[src/rtl/cpu_pkg.sv]
// Shared CPU definitions: register-file geometry, scoreboard count type and
// the hazard controller state encoding.
package cpu_pkg;

  localparam int REG_IDX_W = 6;
  localparam int NUM_REGS  = 64;

  typedef logic [REG_IDX_W-1:0] reg_idx_t;

  // Number of in-flight writes pending against one register.
  typedef logic [1:0] sb_cnt_t;
  localparam sb_cnt_t SB_CNT_MAX = 2'd3;

  typedef enum logic [1:0] {
    ST_RUN   = 2'd0,
    ST_STALL = 2'd1,
    ST_FLUSH = 2'd2
  } hz_state_e;

endpackage

[src/rtl/reg_scoreboard.sv]
// Per-register pending-write scoreboard. Each entry counts issued writes
// that have not yet committed. Two read ports serve the ID source operands.
// Over/underflow saturates the entry and raises proto_err_o for one cycle.
module reg_scoreboard
  import cpu_pkg::*;
(
  input  logic     clk,
  input  logic     rst,
  input  logic     issue_i,
  input  reg_idx_t issue_rd_i,
  input  logic     wb_i,
  input  reg_idx_t wb_rd_i,
  input  reg_idx_t rs_idx_i,
  input  reg_idx_t rt_idx_i,
  output sb_cnt_t  rs_cnt_o,
  output sb_cnt_t  rt_cnt_o,
  output logic     proto_err_o
);

  sb_cnt_t cnt_q [NUM_REGS];
  sb_cnt_t cnt_d [NUM_REGS];
  logic    inc;
  logic    dec;

  // Next-state counts: an issue and a commit to the same register cancel.
  always_comb begin
    // NOTE: every output of this block gets a default first so no path
    // leaves a value unassigned, which would otherwise infer a latch.
    cnt_d       = cnt_q;
    proto_err_o = 1'b0;
    inc         = issue_i && !(wb_i && (wb_rd_i == issue_rd_i));
    dec         = wb_i && !(issue_i && (wb_rd_i == issue_rd_i));
    if (inc) begin
      if (cnt_q[issue_rd_i] == SB_CNT_MAX) proto_err_o = 1'b1;
      else cnt_d[issue_rd_i] = cnt_q[issue_rd_i] + 2'd1;
    end
    if (dec) begin
      if (cnt_q[wb_rd_i] == 2'd0) proto_err_o = 1'b1;
      else cnt_d[wb_rd_i] = cnt_q[wb_rd_i] - 2'd1;
    end
  end

  // Count array register; reset discards every pending write.
  always_ff @(posedge clk) begin
    // NOTE: this array is cleared on reset on purpose: stale counts after
    // reset would stall decode forever, so it cannot map to an unreset RAM.
    // Sequential state uses non-blocking assignment so all entries update
    // together at the edge.
    if (rst) cnt_q <= '{default: '0};
    else     cnt_q <= cnt_d;
  end

  assign rs_cnt_o = cnt_q[rs_idx_i];
  assign rt_cnt_o = cnt_q[rt_idx_i];

endmodule

[src/rtl/hazard_ctrl.sv]
// Pipeline hazard controller for the 5-stage CPU. Stalls PC and IF/ID with an
// ID/EX bubble on read-after-write hazards, and flushes IF/ID and ID/EX for a
// fixed window after a taken branch/jump in EX. A stall timeout or scoreboard
// protocol error sets the sticky deadlock flag.
// Optional macro HAZARD_PERF_EN adds perf_stalls / perf_flushes counters.
module hazard_ctrl
  import cpu_pkg::*;
#(
  parameter int FLUSH_CYCLES = 2,
  parameter int MAX_STALL    = 15
) (
  input  logic             clk,
  input  logic             rst,
  input  logic             id_valid,
  input  logic [REG_IDX_W-1:0] id_rs,
  input  logic [REG_IDX_W-1:0] id_rt,
  input  logic             id_rs_used,
  input  logic             id_rt_used,
  input  logic [REG_IDX_W-1:0] id_rd,
  input  logic             id_regw,
  input  logic             ex_taken,
  input  logic             wb_regw,
  input  logic [REG_IDX_W-1:0] wb_rd,
  output logic             pc_stall,
  output logic             ifid_stall,
  output logic             idex_bubble,
  output logic             ifid_flush,
  output logic [1:0]       state,
  output logic             deadlock
`ifdef HAZARD_PERF_EN
  ,
  output logic [31:0]      perf_stalls,
  output logic [31:0]      perf_flushes
`endif
);

  localparam int STALL_W = $clog2(MAX_STALL + 1);
  localparam logic [STALL_W-1:0] STALL_MAX  = STALL_W'(MAX_STALL);
  localparam logic [STALL_W-1:0] STALL_LAST = STALL_W'(MAX_STALL - 1);
  localparam logic [1:0]         FLUSH_LOAD = 2'(FLUSH_CYCLES - 1);

  hz_state_e           state_q;
  logic [1:0]          flush_cnt_q;
  logic [STALL_W-1:0]  stall_cnt_q;
  logic [STALL_W-1:0]  stall_cnt_d;
  logic                deadlock_q;
  logic                deadlock_d;

  sb_cnt_t rs_cnt;
  sb_cnt_t rt_cnt;
  logic    sb_err;
  logic    sb_hazard;
  logic    flush_active;
  logic    hazard_stall;
  logic    issue;

  reg_scoreboard u_sb (
    .clk        (clk),
    .rst        (rst),
    .issue_i    (issue),
    .issue_rd_i (id_rd),
    .wb_i       (wb_regw),
    .wb_rd_i    (wb_rd),
    .rs_idx_i   (id_rs),
    .rt_idx_i   (id_rt),
    .rs_cnt_o   (rs_cnt),
    .rt_cnt_o   (rt_cnt),
    .proto_err_o(sb_err)
  );

  // Hazard detection and front-end control; a flush always overrides a stall
  // and everything is held low while reset is asserted.
  always_comb begin
    sb_hazard    = id_valid && ((id_rs_used && (rs_cnt != 2'd0)) ||
                                (id_rt_used && (rt_cnt != 2'd0)));
    flush_active = !rst && (ex_taken || (state_q == ST_FLUSH));
    hazard_stall = !rst && sb_hazard && !flush_active;
    issue        = !rst && id_valid && id_regw && !sb_hazard && !flush_active;
    pc_stall     = hazard_stall;
    ifid_stall   = hazard_stall;
    idex_bubble  = hazard_stall || flush_active;
    ifid_flush   = flush_active;
  end

  // FSM with its flush-window counter; ex_taken wins in every state.
  always_ff @(posedge clk) begin
    if (rst) begin
      state_q     <= ST_RUN;
      flush_cnt_q <= 2'd0;
    end else if (ex_taken) begin
      // A one-cycle window is fully covered by the ex_taken cycle itself.
      state_q     <= (FLUSH_CYCLES > 1) ? ST_FLUSH : ST_RUN;
      flush_cnt_q <= FLUSH_LOAD;
    end else begin
      case (state_q)
        ST_RUN:   if (sb_hazard) state_q <= ST_STALL;
        ST_STALL: if (!sb_hazard) state_q <= ST_RUN;
        ST_FLUSH: begin
          if (flush_cnt_q != 2'd0) flush_cnt_q <= flush_cnt_q - 2'd1;
          if (flush_cnt_q <= 2'd1) state_q <= ST_RUN;
        end
        default:  state_q <= ST_RUN;
      endcase
    end
  end

  // Consecutive-stall counter and sticky deadlock next state.
  always_comb begin
    stall_cnt_d = '0;
    if (hazard_stall) begin
      stall_cnt_d = (stall_cnt_q == STALL_MAX) ? stall_cnt_q
                                               : stall_cnt_q + 1'b1;
    end
    deadlock_d = deadlock_q || sb_err ||
                 (hazard_stall && (stall_cnt_q >= STALL_LAST));
  end

  // Stall counter and deadlock registers.
  always_ff @(posedge clk) begin
    if (rst) begin
      stall_cnt_q <= '0;
      deadlock_q  <= 1'b0;
    end else begin
      stall_cnt_q <= stall_cnt_d;
      deadlock_q  <= deadlock_d;
    end
  end

  assign state    = state_q;
  assign deadlock = deadlock_q;

`ifdef HAZARD_PERF_EN
  logic [31:0] perf_stalls_q;
  logic [31:0] perf_flushes_q;

  // Free-running event counters, wrapping modulo 2^32.
  always_ff @(posedge clk) begin
    if (rst) begin
      perf_stalls_q  <= 32'd0;
      perf_flushes_q <= 32'd0;
    end else begin
      if (hazard_stall) perf_stalls_q  <= perf_stalls_q + 32'd1;
      if (ex_taken)     perf_flushes_q <= perf_flushes_q + 32'd1;
    end
  end

  assign perf_stalls  = perf_stalls_q;
  assign perf_flushes = perf_flushes_q;
`endif

endmodule

[config.mk]
export PLATFORM = sky130hd
export DESIGN_NAME = hazard_ctrl
export DESIGN_NICKNAME = d
export VERILOG_FILES = /design/src/rtl/cpu_pkg.sv /design/src/rtl/reg_scoreboard.sv /design/src/rtl/hazard_ctrl.sv
export SDC_FILE = /design/constraint.sdc
export NUM_CORES = 1
export LEC_CHECK = 0
export BUFFER_PORTS_ARGS = -buffer_cell sky130_fd_sc_hd__buf_2
export CAP_MARGIN = 40
export CELL_PAD_IN_SITES_DETAIL_PLACEMENT = 0
export CELL_PAD_IN_SITES_GLOBAL_PLACEMENT = 1
export CORE_ASPECT_RATIO = 0.9
export CORE_UTILIZATION = 25
export CTS_CLUSTER_DIAMETER = 40
export DETAILED_ROUTE_END_ITERATION = 7
export PLACE_DENSITY_LB_ADDON = 0.1
export SETUP_SLACK_MARGIN = 0.2
export SYNTH_ARGS = -nofsm -noshare
export SYNTH_HDL_FRONTEND = slang
export SYNTH_HIERARCHICAL = 1
export SYNTH_SLANG_ARGS = --single-unit
[constraint.sdc]
create_clock -name clk -period 6.85 [get_ports clk]
set_clock_uncertainty 0.15 [all_clocks]
set_input_delay 1.37 -clock clk [delete_from_list [all_inputs] [get_ports clk]]
set_output_delay 1.37 -clock clk [all_outputs]
set_load 0.005 [all_outputs]
**Word-level counts from Yosys, hierarchy flattened**

Cells that the tools add are included.

- Flip-flop bits (word level): 137
- Output and inout bits: 7
- Input bits: 32

- $lt $le $gt $ge: 8
- Add/sub/neg operators: 4
- Reductions and logical operators: 40
- Equality and inequality tests: 11
- Multiplexer cells: 34
- Bitwise operators: 5

Operator list:

| cell | number |
|---|---|
| $mux 128 | 4 |
| $bwmux 128 | 2 |
| $bmux 2 s6 | 4 |
| $ge 7x7->1 const B | 4 |
| $mux 2 | 14 |
| $not 6->7 | 4 |
| $demux 2 s6 | 2 |
| $logic_and 1x1->1 | 17 |
| $lt 7x1->1 const B | 2 |
| $reduce_bool 2->1 | 5 |
| $mux 1 | 7 |
| $eq 6x6->1 | 1 |
| $ne 3x3->1 const B | 2 |
| $pmux 2 s3 | 1 |
| $reduce_and 3->1 | 2 |
| $logic_not 1->1 | 5 |
| $logic_or 1x1->1 | 5 |
| $add 4x1->4 const B | 1 |
| $eq 2x2->1 const B | 2 |
| $eq 4x4->1 const B | 1 |
| $ge 4x4->1 const B | 1 |
| $logic_not 2->1 | 2 |
| $ne 2x2->1 const B | 2 |
| $reduce_and 2->1 | 2 |
| other kinds (8) | 10 |

**Longest topological paths before layout**

- Depth in word-level cells: 17
- Mapped depth: 19
- Gate-level depth less buffers: 14

**Modules after synthesis**

Netlist, hierarchy kept.

Modules (own cells, without submodules):

| module | area each (µm²) | cells an instance | instances |
|---|---|---|---|
| reg_scoreboard | 10859.2 | 1167 | 1 |
| hazard_ctrl | 503.0 | 56 | 1 |

**Worst setup path before layout**

No wires, ideal clock.

- Kind: input port to flip-flop
- From: input id_rt[0]
- To: register u_sb/cnt_q[104] (netlist bit)
- Arrival: 5.205 ns
- Library setup time: 0.069 ns
- Stages: 15
- Path slack: 1.426 ns
- Buffers on the path: 3
- Data required time: 6.631 ns
- Path through: buf_2 > buf_2 > mux4_2 > mux4_2 > mux4_2 > o21ai_0 > and2_1 > and3_1 > inv_1 > o311a_1 > and2_1 > buf_2 > a2111oi_0 > a21oi_1 > o21ai_1

- Word-level cells in the longest chain between the ends: 16
- Elaborated cells between the ends (all ways): 19

Ends and longest elaborated chain:

| item | line | text |
|---|---|---|
| start, declared | hazard_ctrl.sv:16 | `input logic [REG_IDX_W-1:0] id_rt,` |
| $not 6->7 (implied by the code) (*) | reg_scoreboard.sv:54 | `assign rt_cnt_o = cnt_q[rt_idx_i];` |
| $bmux 2 s6 (*) | reg_scoreboard.sv:54 |  |
| $mux 2 (implied by the code) (*) (2 in series) | reg_scoreboard.sv:54 |  |
| net rt_cnt[1] | hazard_ctrl.sv:50 | `sb_cnt_t rt_cnt;` |
| $reduce_bool 2->1 (*) | hazard_ctrl.sv:75 | `(id_rt_used && (rt_cnt != 2'd0)));` |
| $logic_and 1x1->1 (*) | hazard_ctrl.sv:75 |  |
| $logic_or 1x1->1 (*) | hazard_ctrl.sv:74 | `sb_hazard = id_valid && ((id_rs_used && (rs_cnt != 2'd0)) \|\|` |
| $logic_and 1x1->1 (*) | hazard_ctrl.sv:74 |  |
| $logic_not 1->1 (*) | n/a |  |
| $logic_and 1x1->1 (*) (2 in series) | hazard_ctrl.sv:78 | `issue = !rst && id_valid && id_regw && !sb_hazard && !flush_active;` |
| net issue | hazard_ctrl.sv:55 | `logic issue;` |
| $logic_and 1x1->1 | reg_scoreboard.sv:31 | `inc = issue_i && !(wb_i && (wb_rd_i == issue_rd_i));` |
| $mux 128 | reg_scoreboard.sv:33 | `if (inc) begin` |
| $bwmux 128 | reg_scoreboard.sv:39 | `else cnt_d[wb_rd_i] = cnt_q[wb_rd_i] - 2'd1;` |
| $mux 128 | reg_scoreboard.sv:38 | `if (cnt_q[wb_rd_i] == 2'd0) proto_err_o = 1'b1;` |
| $mux 128 (*) | reg_scoreboard.sv:37 | `if (dec) begin` |
| end signal, assigned | reg_scoreboard.sv:50 | `else cnt_q <= cnt_d;` |
| end, declared | reg_scoreboard.sv:20 | `sb_cnt_t cnt_q [NUM_REGS];` |

The timed path passes the listed nets; every way through them passes the cells marked *. The select of a mux whose other input is x is not followed.
A chain may end at the register's enable or synchronous reset.

**Final worst setup path**

- From: input id_rt[0]
- To: output idex_bubble

- Word-level cells in the longest chain between the ends: 11

Ends and longest elaborated chain:

| item | line | text |
|---|---|---|
| $not 6->7 (implied by the code) | reg_scoreboard.sv:54 |  |
| $bmux 2 s6 | reg_scoreboard.sv:54 |  |
| $mux 2 (implied by the code) (2 in series) | reg_scoreboard.sv:54 |  |
| net rt_cnt[1] | hazard_ctrl.sv:50 |  |
| $reduce_bool 2->1 | hazard_ctrl.sv:75 |  |
| $logic_and 1x1->1 | hazard_ctrl.sv:75 |  |
| $logic_or 1x1->1 | hazard_ctrl.sv:74 |  |
| $logic_and 1x1->1 | hazard_ctrl.sv:74 |  |
| $logic_and 1x1->1 (2 in series) | hazard_ctrl.sv:77 | `hazard_stall = !rst && sb_hazard && !flush_active;` |
| $logic_or 1x1->1 | hazard_ctrl.sv:81 | `idex_bubble = hazard_stall \|\| flush_active;` |
| end, declared | hazard_ctrl.sv:26 | `output logic idex_bubble,` |

The timed path passes the listed nets, and every way through them passes these cells. The select of a mux whose other input is x is not followed.

==> metrics.md <==
| Metric | Value |
|---|---|
| Final setup violation count | 0 |
| Crit path buffers/inverters | 3 |
| Pin count of the biggest net entering global routing | 60 |
| Startpoint Class | input pin |
| GP Congestion | about 0.96 |
| Failing checks | DRC |
| CTS tree | done |
| MaxCap Viol Count | 0 |
| Vias in the first global route | between 10000 and 15000 |
| Endpoint class of the critical path | output port |
| Nets | 1279 |
| Initial antenna violation count | 1 |
| Antenna Nets Post-Route | 0 |
| CTS Sinks | around 140 |
| # IOs | 39 |
| Yosys reg bits | between 100 and 150 |
| Final hold violation count | 0 |
| HP Class | reg -> reg |
| Layout fillers | between 4000 and 5000 |
| Core area | between 40000 and 50000 um2 |
| Post-Place Cells | 1822 |
| Fin Setup TNS | 0 ns |
| Max Clock Freq | 0.163 GHz |
| Fin crit share | about nine tenths |
| Pre-antenna DRT Iters | 8 |
| Clock Pin Slew Worst Setup and Hold Paths | roughly 0.06 ns |
| Max FO, Critical Path | 12 |
| VDD IR max | around 0.00017 V |
| Layout Area Growth over Synthesis | 14.9% |
| Post-DR vias/cell | ~6.2 |
| Finished Layout Cells | about 1900 |
| GR Overflow Total | 0 |
| Post-route DRC | 4 |
| Worst-Skew Late Latency | 0.47 ns |
| # H-tree levels | 4 |
| Req. time, crit path | around 5.3 ns |
| Async SR Flop Fraction | 0% |
| Prevailing post-synth register cell | dfxtp_1 |
| Area contributors post-synth | dfxtp_1 24%, mux4_2 18%, mux2i_1 5.6% |
| Post-synth top area share | about 24% |
| First-pass GRT wire length | 85300 um |
| CTS Hold Bufs | 0 |
| Total Routing Usage GR | between 20% and 30% |
| Cell chain of the critical path | buf_2 -> buf_12 -> mux4_2 -> mux4_2 -> mux4_2 -> o21ai_0 -> a21boi_0 -> o31a_1 -> buf_2 |
| Post-synth EDFFs | 0 |
| Synth cell types | 80 |
| Status | finished with violations |
| Reg2Reg Setup Slack | around 2.1 ns |
| RSZ-0062 raised after global routing | false |
| Worst-Margin Slew | roughly 0.86 ns |
| Layout cell share with drive strength beyond 1 | between 20% and 30% |
| Die Ht | about 200 um |
| CTS Buf Count | 17 |
| Die Wd | about 230 um |
| Multi-input gate area | about 8000 um2 |
| CP max stage delay | about 0.54 ns |
| Post-DP HPWL | 44000 um |
| Register area | 2740 um2 |
| Mean Syn Cell Area | 9.29 um2 |
| Max Slew Vio Count | 0 |
| CTS Buffer Depth | 2 |
| Routed wire per std cell | 32.5 um |
| Starting Density | 25.5% |
| Setup Crit Path Kind | in -> out |
| Post-CTS resize count | 0 |
| Die Area | approximately 46000 um2 |
| ANT cells | 0 |
| Synth area leader | dfxtp_1 |
| Port Buffer Count | 38 |
| Cell Area, Synth | roughly 11000 um2 |
| Synthesized instance count | 1223 |
| CP top delay family | multiplexers |
| Arr. time, crit path | 4.61 ns |
| Power Density | about 180 nW/um2 |
| Root Buffer | clkbuf_16 |
| Min Clock Period, post-route | roughly 6.1 ns |
| Sequential fraction of the synthesis area | between 20% and 30% |
| Starting DRT DRC Count | ~1400 |
| Setup Fix Bufs, Post-CTS | 0 |
| Vias | roughly 11000 |
| Net count after synthesis | between 1000 and 1500 |
| Total Wirelength | ~60000 um |
| Slew Limit Headroom | 42.7% |
| Synth warnings | 6 |
| CP max stage cell | mux4_2 |
| LEAKAGE | ~4.5 nW |
| Num rows | 73 |
| Most frequent cell on the critical path | mux4_2 |
==> Yosys cell counts (5+ instances only) <==
library cell	n
a2111oi_0	5
a211oi_1	38
a21oi_1	62
a221oi_1	35
a22o_1	13
a22oi_1	32
a31oi_1	6
and2_1	8
and3_1	9
buf_1	9
buf_2	35
buf_4	9
buf_6	7
clkbuf_1	51
dfxtp_1	137
ha_1	6
inv_1	20
mux2_1	7
mux2_2	46
mux2i_1	63
mux4_2	93
nand2_1	110
nand2b_1	5
nand3_1	38
nand4_1	43
nor2_1	78
nor2b_1	17
nor3_1	32
o211ai_1	9
o21ai_0	53
o21ai_1	14
o221ai_1	16
o221ai_2	18
or3_1	12
xnor2_1	8
==> layout make-up <==
cell class | count | share of cell area (%)
clock buffers | 22 | 3.78
clock inverters | 10 | 1.25
inverters | 24 | 0.690
multi-input cells | 951 | 61.4
flip-flops and latches | 137 | 21.0
well taps | 600 | 5.75
repair buffers | 110 | 6.15
==> metrics by stage <==
stage / util (%) / setup WS, ns / instance area (um2) / hold WS (ns) / total power [mW]
floorplan: - / 1.43 / 11400 / 0.298 / 1.06
detailed placement: 27.9 / 0.590 / 12400 / 0.359 / 1.27
finish: 29.4 / 0.715 / 13100 / 0.369 / 2.32
CTS: 29.4 / 0.725 / 13100 / 0.371 / 2.33
global placement: 27.9 / 0.389 / 12400 / 0.342 / 1.27
global route: 29.4 / 0.551 / 13100 / 0.394 / 2.39
==> placed cells by master (no fill, tap or decap), drive strengths merged, types with 5 or more instances in the layout <==
| master | n |
|---|---|
| inv | 23 |
| a221oi | 36 |
| mux2i | 63 |
| mux4 | 93 |
| o211ai | 9 |
| clkinv | 5 |
| nor2 | 80 |
| a21oi | 62 |
| clkbuf | 22 |
| a22oi | 33 |
| nand4 | 44 |
| nor2b | 17 |
| nand2b | 5 |
| nor3 | 35 |
| a2111oi | 6 |
| a31oi | 7 |
| and2 | 10 |
| o21ai | 68 |
| xnor2 | 8 |
| mux2 | 53 |
| o221ai | 34 |
| dfxtp | 137 |
| nand3 | 39 |
| and3 | 9 |
| a211oi | 40 |
| or3 | 12 |
| ha | 6 |
| nor3b | 5 |
| nand2 | 110 |
| a22o | 13 |
| buf | 110 |
==> cell families after synthesis <==
logic type                 Yosys count  share of synthesized area (%)
DFF                                137                           24.1
and+or+nand+nor                    376                           16.5
buffers and inverters              135                           5.61
xor gates and xnor gates             8                          0.617
adders and majority gates            6                          0.661
muxes                              209                           29.2
AOI/OAI and AO/OA                  352                           23.2
==> worst paths after layout <==
kind / from / endpoint / cells past startpoint
setup / recovery: id_rt[0] / idex_bubble / 9
hold / removal: deadlock / deadlock / 2
setup reg to reg: u_sb/cnt_q[123] / u_sb/cnt_q[100] / 12
hold reg to reg: deadlock / deadlock / 2
==> power by group <==
part           internal (mW)  leakage (nW)  switching (mW)
logic                  0.123          3.06           0.320
clock network          0.658         0.319           0.403
registers              0.802          1.10         0.00987
total                   1.58          4.48           0.733
==> sequential cells by signal, indices dropped and copies added, names as in the netlist <==
register,count
u_sb/cnt_q,128
stall_cnt_q,4
state,2
flush_cnt_q,2
deadlock,1
==> per-layer routing <==
layer / track usage [%] / part of all wire, % / up-vias
met5: 0 / 0 / -
met4: 8.74 / 2.8 / 0
met3: 5.38 / 7.2 / 91
met2: 39.3 / 44 / 605
met1: 37.1 / 46 / 5872
li1: - / - / 4901
==> worst min-delay path: stages (launching register included) <==
cell and delay (ns):
dfxtp_1 0.31, nor2_1 0.08, o22ai_1 0.07
No activity file was read; power rests on OpenSTA's default activity.
